### config.mk
export PLATFORM = sky130hd
export DESIGN_NAME = apb_m_if
export DESIGN_NICKNAME = d
export VERILOG_FILES = /design/src/rtl/apb_m_if.sv
export SDC_FILE = /design/constraint.sdc
export NUM_CORES = 1
export LEC_CHECK = 0
export CAP_MARGIN = 20
export CORE_UTILIZATION = 41
export CTS_CLUSTER_DIAMETER = 50
export CTS_CLUSTER_SIZE = 12
export DETAILED_ROUTE_END_ITERATION = 8
export PLACE_DENSITY = 0.8
export SETUP_SLACK_MARGIN = 0.2
export SYNTH_ARGS = -nofsm -noshare
export SYNTH_HDL_FRONTEND = slang
export SYNTH_SLANG_ARGS = --single-unit
### constraint.sdc
create_clock -name pclk -period 2.7 [get_ports pclk]
set_clock_uncertainty 0.1 [all_clocks]
set_input_delay 0.81 -clock pclk [delete_from_list [all_inputs] [get_ports pclk]]
set_output_delay 0.81 -clock pclk [all_outputs]
set_load 0.02 [all_outputs]
### src/rtl/apb_m_if.sv
// APB3 requester: turns a valid/ready command into one IDLE/SETUP/ACCESS transfer
// and reports completion (read data or timeout error) on a one-cycle strobe.
module apb_m_if #(
  parameter int ADDR_WIDTH = 32,
  parameter int DATA_WIDTH = 32,
  parameter int TIMEOUT    = 16
) (
  input  logic                  pclk,
  input  logic                  presetn,
  input  logic                  cmd_valid,
  output logic                  cmd_ready,
  input  logic                  cmd_write,
  input  logic [ADDR_WIDTH-1:0] cmd_addr,
  input  logic [DATA_WIDTH-1:0] cmd_wdata,
  output logic                  rsp_valid,
  output logic [DATA_WIDTH-1:0] rsp_rdata,
  output logic                  rsp_err,
  output logic                  psel,
  output logic                  penable,
  output logic                  pwrite,
  output logic [ADDR_WIDTH-1:0] paddr,
  output logic [DATA_WIDTH-1:0] pwdata,
  input  logic [DATA_WIDTH-1:0] prdata,
  input  logic                  pready
);

  // TIMEOUT=0 disables the abort; keep a 1-bit counter so widths stay legal
  localparam int CW = (TIMEOUT > 0) ? $clog2(TIMEOUT + 1) : 1;
  localparam logic [CW-1:0] CNT_MAX  = '1;
  localparam logic [CW-1:0] CNT_LAST = (TIMEOUT > 0) ? CW'(TIMEOUT - 1) : '0;

  typedef enum logic [1:0] {
    ST_IDLE   = 2'd0,
    ST_SETUP  = 2'd1,
    ST_ACCESS = 2'd2
  } state_t;

  state_t                  state, state_nxt;
  logic [CW-1:0]           cnt, cnt_nxt;
  logic                    psel_nxt, penable_nxt, pwrite_nxt;
  logic [ADDR_WIDTH-1:0]   paddr_nxt;
  logic [DATA_WIDTH-1:0]   pwdata_nxt;
  logic                    rsp_valid_nxt, rsp_err_nxt;
  logic [DATA_WIDTH-1:0]   rsp_rdata_nxt;

  assign cmd_ready = (state == ST_IDLE);

  always_ff @(posedge pclk or negedge presetn) begin
    if (!presetn) begin
      state     <= ST_IDLE;
      cnt       <= '0;
      psel      <= 1'b0;
      penable   <= 1'b0;
      pwrite    <= 1'b0;
      paddr     <= '0;
      pwdata    <= '0;
      rsp_valid <= 1'b0;
      rsp_rdata <= '0;
      rsp_err   <= 1'b0;
    end else begin
      state     <= state_nxt;
      cnt       <= cnt_nxt;
      psel      <= psel_nxt;
      penable   <= penable_nxt;
      pwrite    <= pwrite_nxt;
      paddr     <= paddr_nxt;
      pwdata    <= pwdata_nxt;
      rsp_valid <= rsp_valid_nxt;
      rsp_rdata <= rsp_rdata_nxt;
      rsp_err   <= rsp_err_nxt;
    end
  end

  always_comb begin
    state_nxt     = state;
    cnt_nxt       = cnt;
    psel_nxt      = psel;
    penable_nxt   = penable;
    pwrite_nxt    = pwrite;
    paddr_nxt     = paddr;
    pwdata_nxt    = pwdata;
    rsp_valid_nxt = 1'b0;
    rsp_rdata_nxt = rsp_rdata;
    rsp_err_nxt   = rsp_err;
    case (state)
      ST_IDLE: begin
        if (cmd_valid) begin
          state_nxt   = ST_SETUP;
          paddr_nxt   = cmd_addr;
          pwdata_nxt  = cmd_wdata;
          pwrite_nxt  = cmd_write;
          psel_nxt    = 1'b1;
          penable_nxt = 1'b0;
        end
      end
      ST_SETUP: begin
        state_nxt   = ST_ACCESS;
        penable_nxt = 1'b1;
        cnt_nxt     = '0;
      end
      ST_ACCESS: begin
        // pready on the final wait cycle still counts as a normal completion
        if (pready) begin
          state_nxt     = ST_IDLE;
          psel_nxt      = 1'b0;
          penable_nxt   = 1'b0;
          rsp_valid_nxt = 1'b1;
          rsp_err_nxt   = 1'b0;
          rsp_rdata_nxt = pwrite ? '0 : prdata;
        end else if ((TIMEOUT != 0) && (cnt == CNT_LAST)) begin
          state_nxt     = ST_IDLE;
          psel_nxt      = 1'b0;
          penable_nxt   = 1'b0;
          rsp_valid_nxt = 1'b1;
          rsp_err_nxt   = 1'b1;
          rsp_rdata_nxt = '0;
        end else if (cnt != CNT_MAX) begin
          cnt_nxt = cnt + 1'b1;
        end
      end
      default: state_nxt = ST_IDLE;
    endcase
  end

endmodule

==> results of run 1 <==
[critical path, delay by kind of cell (launching register included)]
family	cells	cell delay [ns]
buffers and inverters	1	0.36
DFF	1	0.52
and+or+nand+nor	1	0.21
[metal layers]
metal  GRT usage (%)  wire, um  share of wire (%)  vias to the layer above
met5               0         0                  0                        -
met4           9.082       291                2.7                        0
met3           6.015       958                8.8                       22
met2           34.53      5313                 49                      150
met1           25.04      4360                 40                     1634
li1                -         -                  -                     1584
[cell families (layout without fill, tap and decap cells)]
| family | count (synthesis) | in the layout |
|---|---|---|
| simple gates | 55 | 55 |
| fa+ha+maj | 3 | 3 |
| compound gates | 81 | 81 |
| flops | 108 | 108 |
| mux | 66 | 66 |
| buf+inv | 27 | 234 |
[path summary, 6_finish.rpt]
check	from	endpoint	slack [ns]
setup reg to reg	cnt[0]	cnt[3]	0.36
max in group asynchronous	presetn	state[1]	1.48
hold reg to reg	psel	psel	0.39
hold / removal	presetn	rsp_rdata[5]	0.34
min in group pclk	psel	psel	0.39
setup / recovery	state[0]	cmd_ready	0.35
[state kept, by name (all words and copies together), names as in the netlist]
signal,cells
state,2
pwrite,1
rsp_valid,1
rsp_rdata,32
rsp_err,1
penable,1
psel,1
paddr,32
pwdata,32
cnt,5
[cell type report]
| class | count | share of cell area (%) |
|---|---|---|
| sequential | 108 | 40.19 |
| timing repair buffer | 213 | 32.17 |
| multi-input combinational | 205 | 21.99 |
| tap | 133 | 2.474 |
| clock buffer | 11 | 2.251 |
| clock inverter | 5 | 0.6512 |
| inverter | 5 | 0.2791 |
[where the power goes]
group	internal [mW]	leakage, nW	switching [mW]
combinational	2.11	1.32	2.00
clock	0.399	0.101	0.549
sequential	2.40	1.33	0.418
total	4.91	2.76	2.97
[cell usage in the layout, fill, tap and decap left out, types with 2 or more instances in the layout]
cell	n
clkdlybuf4s50_1	200
dfrtp_1	108
o21ai_0	66
mux2_2	65
nand2_1	38
clkbuf_8	11
buf_4	7
inv_1	5
buf_12	5
a21oi_1	3
ha_1	3
clkinv_4	3
nor2_1	2
nand3_1	2
o22ai_1	2
nor2b_1	2
o21ai_1	2
inv_6	2
==> results_dict.tcl, run 1 <==
set metrics [dict create \
    routed_via_density 4.985 \
    synth_top_flop_cell "dfrtp_1" \
    clk_pin_slew_ns 0.10 \
    cts_tree "done" \
    floorplan.initialDensity_pct 43.11 \
    cts_hold_repair.buffers 0 \
    synth_warnings 0 \
    endpoint_class_of_the_critical_path "output pin" \
    rows 36 \
    crit_fanout 10 \
    final_util_pct 67.56 \
    die_area_um2 10880 \
    diodes 0 \
    post_synth.cell_area_avg_um2 12.62 \
    hpwl_dp_mm 7.955 \
    drt_first_pass_iters 4 \
    synth_cell_types 32 \
    layout.area.seq_um2 2703 \
    multi_input_area_um2 1479 \
    layout_cells_sized_above_1_pct 17.92 \
    num-nets-final 646 \
    combinational_family_with_the_most_area_after_synthesis "multiplexers" \
    async_flop_share_pct 100.0 \
    area_growth_pct 56.71 \
    cp-start-kind "flip-flop" \
    pwr_density_cell_nw_per_um2 1171 \
    post-synth-top-count-cell "dfrtp_1" \
    tightestPinTransition_ns 0.5738 \
    critical_path_cell_by_cell "nor2_1 -> dlygate4sd2_1" \
    dr.first_iter.drc_count 193 \
    clockBufferDepth 2 \
    postSynthRegisterBits 108 \
    placedInstanceArea_um2 6531 \
    post-synth-top-area-cell "dfrtp_1" \
    ctsHtreeMaxLevel 3 \
    post_synth_xor_area_fraction_pct 0 \
    gp_routability_congestion 0.7384 \
    yosys.area_share.adder_pct 0.8746 \
    synth_area_um2 4292 \
    cts_num_sinks 108 \
    number_of_global_route_vias_before_repair 3593 \
    clk_latency_ns 0.35 \
    power.total_mw 7.878 \
    cts_buffers 9 \
    synth_simple_gate_area_share_pct 5.831 \
    numPlacedInstances 664 \
    post-route-drc-count 0 \
    cellLeakagePower_nw 2.759 \
    post-route-min-period_ns 2.346 \
    hold_viol 0 \
    grt_first_pass_wirelength_mm 17.98 \
    postCtsSetupBuffers 0 \
    largest_net_degree_at_the_start_of_global_routing 64 \
    critPathKind "reg2out" \
    dpl_worst_slack_ns 0.1939 \
    postCtsResizedCells 1 \
    crit_path_top_delay_cell "dfrtp_1" \
    final.setup.tns_ns 0 \
    final-setup-viol-count 0 \
    rsz_0062_raised_after_global_routing "false" \
    io_buffer_count 202 \
    detail_route.wirelength_mm 10.92 \
    reg2regPathDepth 6 \
    grt_util_all_layers_pct 20.77 \
    synth_top_cell_area_share_pct 62.97 \
    finalMaxSlewViolations 0 \
    fin_worst_hold_slack_ns 0.3385 \
    avgRoutedWirePerCell_um 16.06 \
    max_capacitance_violation_total 0 \
    core-area_um2 9955 \
    timing.slew.headroom_pct 61.75 \
    synth_mux_area_share_pct 17.29 \
    io_pins 203 \
    filler_cell_count 778 \
    postRouteAntennaNets 0 \
    die_y_um 104.3 \
    maxClockFrequency_ghz 0.4262 \
    synthTopCellsByArea "dfrtp_1 (63%), mux2_2 (17%), o21ai_0 (7.7%)" \
    clock-root-buffer "clkbuf_8" \
    post_synth_most_frequent_cells "dfrtp_1 (108), o21ai_0 (66), mux2_2 (65)" \
    initial_antenna_violation_count 0 \
    post_synthesis_cells 340 \
    synth_enable_flop_cells 0 \
    status "finished, final reports clean" \
    grt.overflow.total 0 \
    post_synthesis_sequential_area_ratio_pct 62.97 \
    critPathMaxStageDelay_ns 0.52 \
    final_critical_path_setup_slack_ns 0.3539 \
    fp.dieW_um 104.3 \
    vdd_ir_drop_max_mv 0.6639 \
    worst_ep_arrival_ns 1.44 \
    min-delay-path-class "in2async" \
    finalNonFillerCells 680 \
    num_vias 3390 \
    post_synthesis_compound_gate_area_fraction_pct 10.12 \
    synth_fp_nets 444 \
    timing.critical_path.required_ns 1.79 \
    postLayoutCellArea_um2 6725 \
    timing.final.crit_share_pct 86.89 \
]
No activity file was read; power rests on OpenSTA's default activity.
==> run 2, diff against run 1 <==
- RECOVER_POWER: not set -> 100
==> results_dict.tcl, run 2 (same netlist as run 1, synthesis figures left out) <==
set metrics [dict create \
    rsz_0062_raised_after_global_routing "false" \
    drt_first_pass_iters 4 \
    max_capacitance_violation_total 0 \
    area_growth_pct 55.22 \
    ctsHtreeMaxLevel 3 \
    postCtsResizedCells 1 \
    cp-start-kind "input pin" \
    timing.slew.headroom_pct 27.80 \
    floorplan.initialDensity_pct 43.11 \
    io_pins 203 \
    setup.reg_to_reg.worst_slack_ns 0.38 \
    cts_buffers 9 \
    clk_latency_ns 0.35 \
    clock-root-buffer "clkbuf_8" \
    rows 36 \
    detail_route.wirelength_mm 10.92 \
    timing.final.crit_share_pct 88.19 \
    die_y_um 104.3 \
    post-route-drc-count 0 \
    num_vias 3433 \
    reg_top3 "paddr (32), pwdata (32), rsp_rdata (32)" \
    cts_num_sinks 108 \
    final_util_pct 66.92 \
    layout_cells_sized_above_1_pct 16.64 \
    hold_viol 0 \
    initial_antenna_violation_count 0 \
    endpoint_class_of_the_critical_path "flip-flop" \
    post-route-min-period_ns 2.381 \
    clk_pin_slew_ns 0.10 \
    diodes 0 \
    final_critical_path_setup_slack_ns 0.3190 \
    finalMaxSlewViolations 0 \
    cts_tree "done" \
    postLayoutCellArea_um2 6661 \
    pwr_density_cell_nw_per_um2 1130 \
    min-delay-path-class "reg2reg" \
    min_from "psel" \
    postCtsSetupBuffers 0 \
    fp.dieW_um 104.3 \
    grt_util_all_layers_pct 20.77 \
    power.total_mw 7.527 \
    placedInstanceArea_um2 6531 \
    cellLeakagePower_nw 2.849 \
    cts_hold_repair.buffers 0 \
    maxClockFrequency_ghz 0.4200 \
    critPathLaunch "cmd_valid" \
    layout.cells.most_common "dfrtp_1" \
    crit-reg2reg-capture "cnt[3]" \
    postRouteAntennaNets 0 \
    critPathKind "in2reg" \
    crit_fanout 63 \
    gp_routability_congestion 0.7384 \
    die_area_um2 10880 \
    largest_net_degree_at_the_start_of_global_routing 64 \
    vdd_ir_drop_max_mv 0.6302 \
    hold_end "psel" \
    grt_first_pass_wirelength_mm 17.98 \
    worst_ep_arrival_ns 2.52 \
    final.setup.tns_ns 0 \
    routed_via_density 5.049 \
    timing.critical_path.required_ns 2.84 \
    dr.first_iter.drc_count 188 \
    core-area_um2 9955 \
    final-setup-viol-count 0 \
    worstReg2RegStart "cnt[0]" \
    avgRoutedWirePerCell_um 16.06 \
    grt.overflow.total 0 \
    final_cell_mix "dfrtp_1 (108), dlygate4sd3_1 (102), clkdlybuf4s50_1 (98), o21ai_0 (69), mux2_2 (65)" \
    timing.hold.worst_path_depth 1 \
    reg2regPathDepth 6 \
    status "finished, final reports clean" \
    tightestPinTransition_ns 1.083 \
    filler_cell_count 789 \
    number_of_global_route_vias_before_repair 3593 \
    dpl_worst_slack_ns 0.1939 \
    hpwl_dp_mm 7.955 \
    num-nets-final 646 \
    io_buffer_count 202 \
    clockBufferDepth 2 \
]
## run 2: changes by cell type in the layout (fill, tap and decap cells not counted), sizes merged
cell           delta
clkbuf            +6
clkdlybuf4s50   -102
dlygate4sd3     +102
buf               -6
## run 2: final cells by class
| class | instances | area, um2 | area share, % |
|---|---|---|---|
| Timing Repair Buffer | 213 | 2122 | 31.86 |
| Sequential cell | 108 | 2703 | 40.57 |
| Tap cell | 133 | 166.4 | 2.498 |
| Multi-Input combinational cell | 205 | 1456 | 21.86 |
| Clock buffer | 11 | 151.4 | 2.273 |
| Inverter | 5 | 18.77 | 0.2817 |
| Clock inverter | 5 | 43.79 | 0.6574 |
## run 2: stage by stage
stage / cells / hold WS (ns)
after floorplan: 340 / 0.3764
after global placement: 664 / 0.3598
after detailed placement: 664 / 0.3731
after CTS: 680 / 0.3430
after global routing: 680 / 0.4249
final: 680 / 0.3860
## run 2: metal layers
metal	global-route usage, %	vias up	part of all wire, %	wire (um)
met1	25.04	1660	39	4266
met2	34.53	160	50	5419
met4	9.082	0	2.7	290
met3	6.015	22	8.6	943
li1	-	1591	-	-
met5	0	-	0	0
## run 2: worst max-delay path by stage
stage                     depth (start not counted)            end  slack, ns
final                                             5      pwdata[6]       0.32
after global routing                              6  rsp_rdata[25]       0.16
after CTS                                         2      cmd_ready       0.30
after detailed placement                          5      pwdata[6]       0.19
after global placement                            5     pwdata[25]       0.25
after floorplan                                   6         cnt[3]       0.54
## run 2: critical path, cell delays in order
cell	delay, ns
dlygate4sd3_1	0.52
inv_1	0.06
nor3_1	0.35
buf_12	0.35
mux2_2	0.39
## run 2: report_power, final
part           total, mW  switching (mW)  internal (mW)  leakage [nW]
Combinational       3.80            2.00           1.81          1.41
Sequential          2.77           0.379           2.40          1.33
Clock              0.948           0.550          0.399         0.101
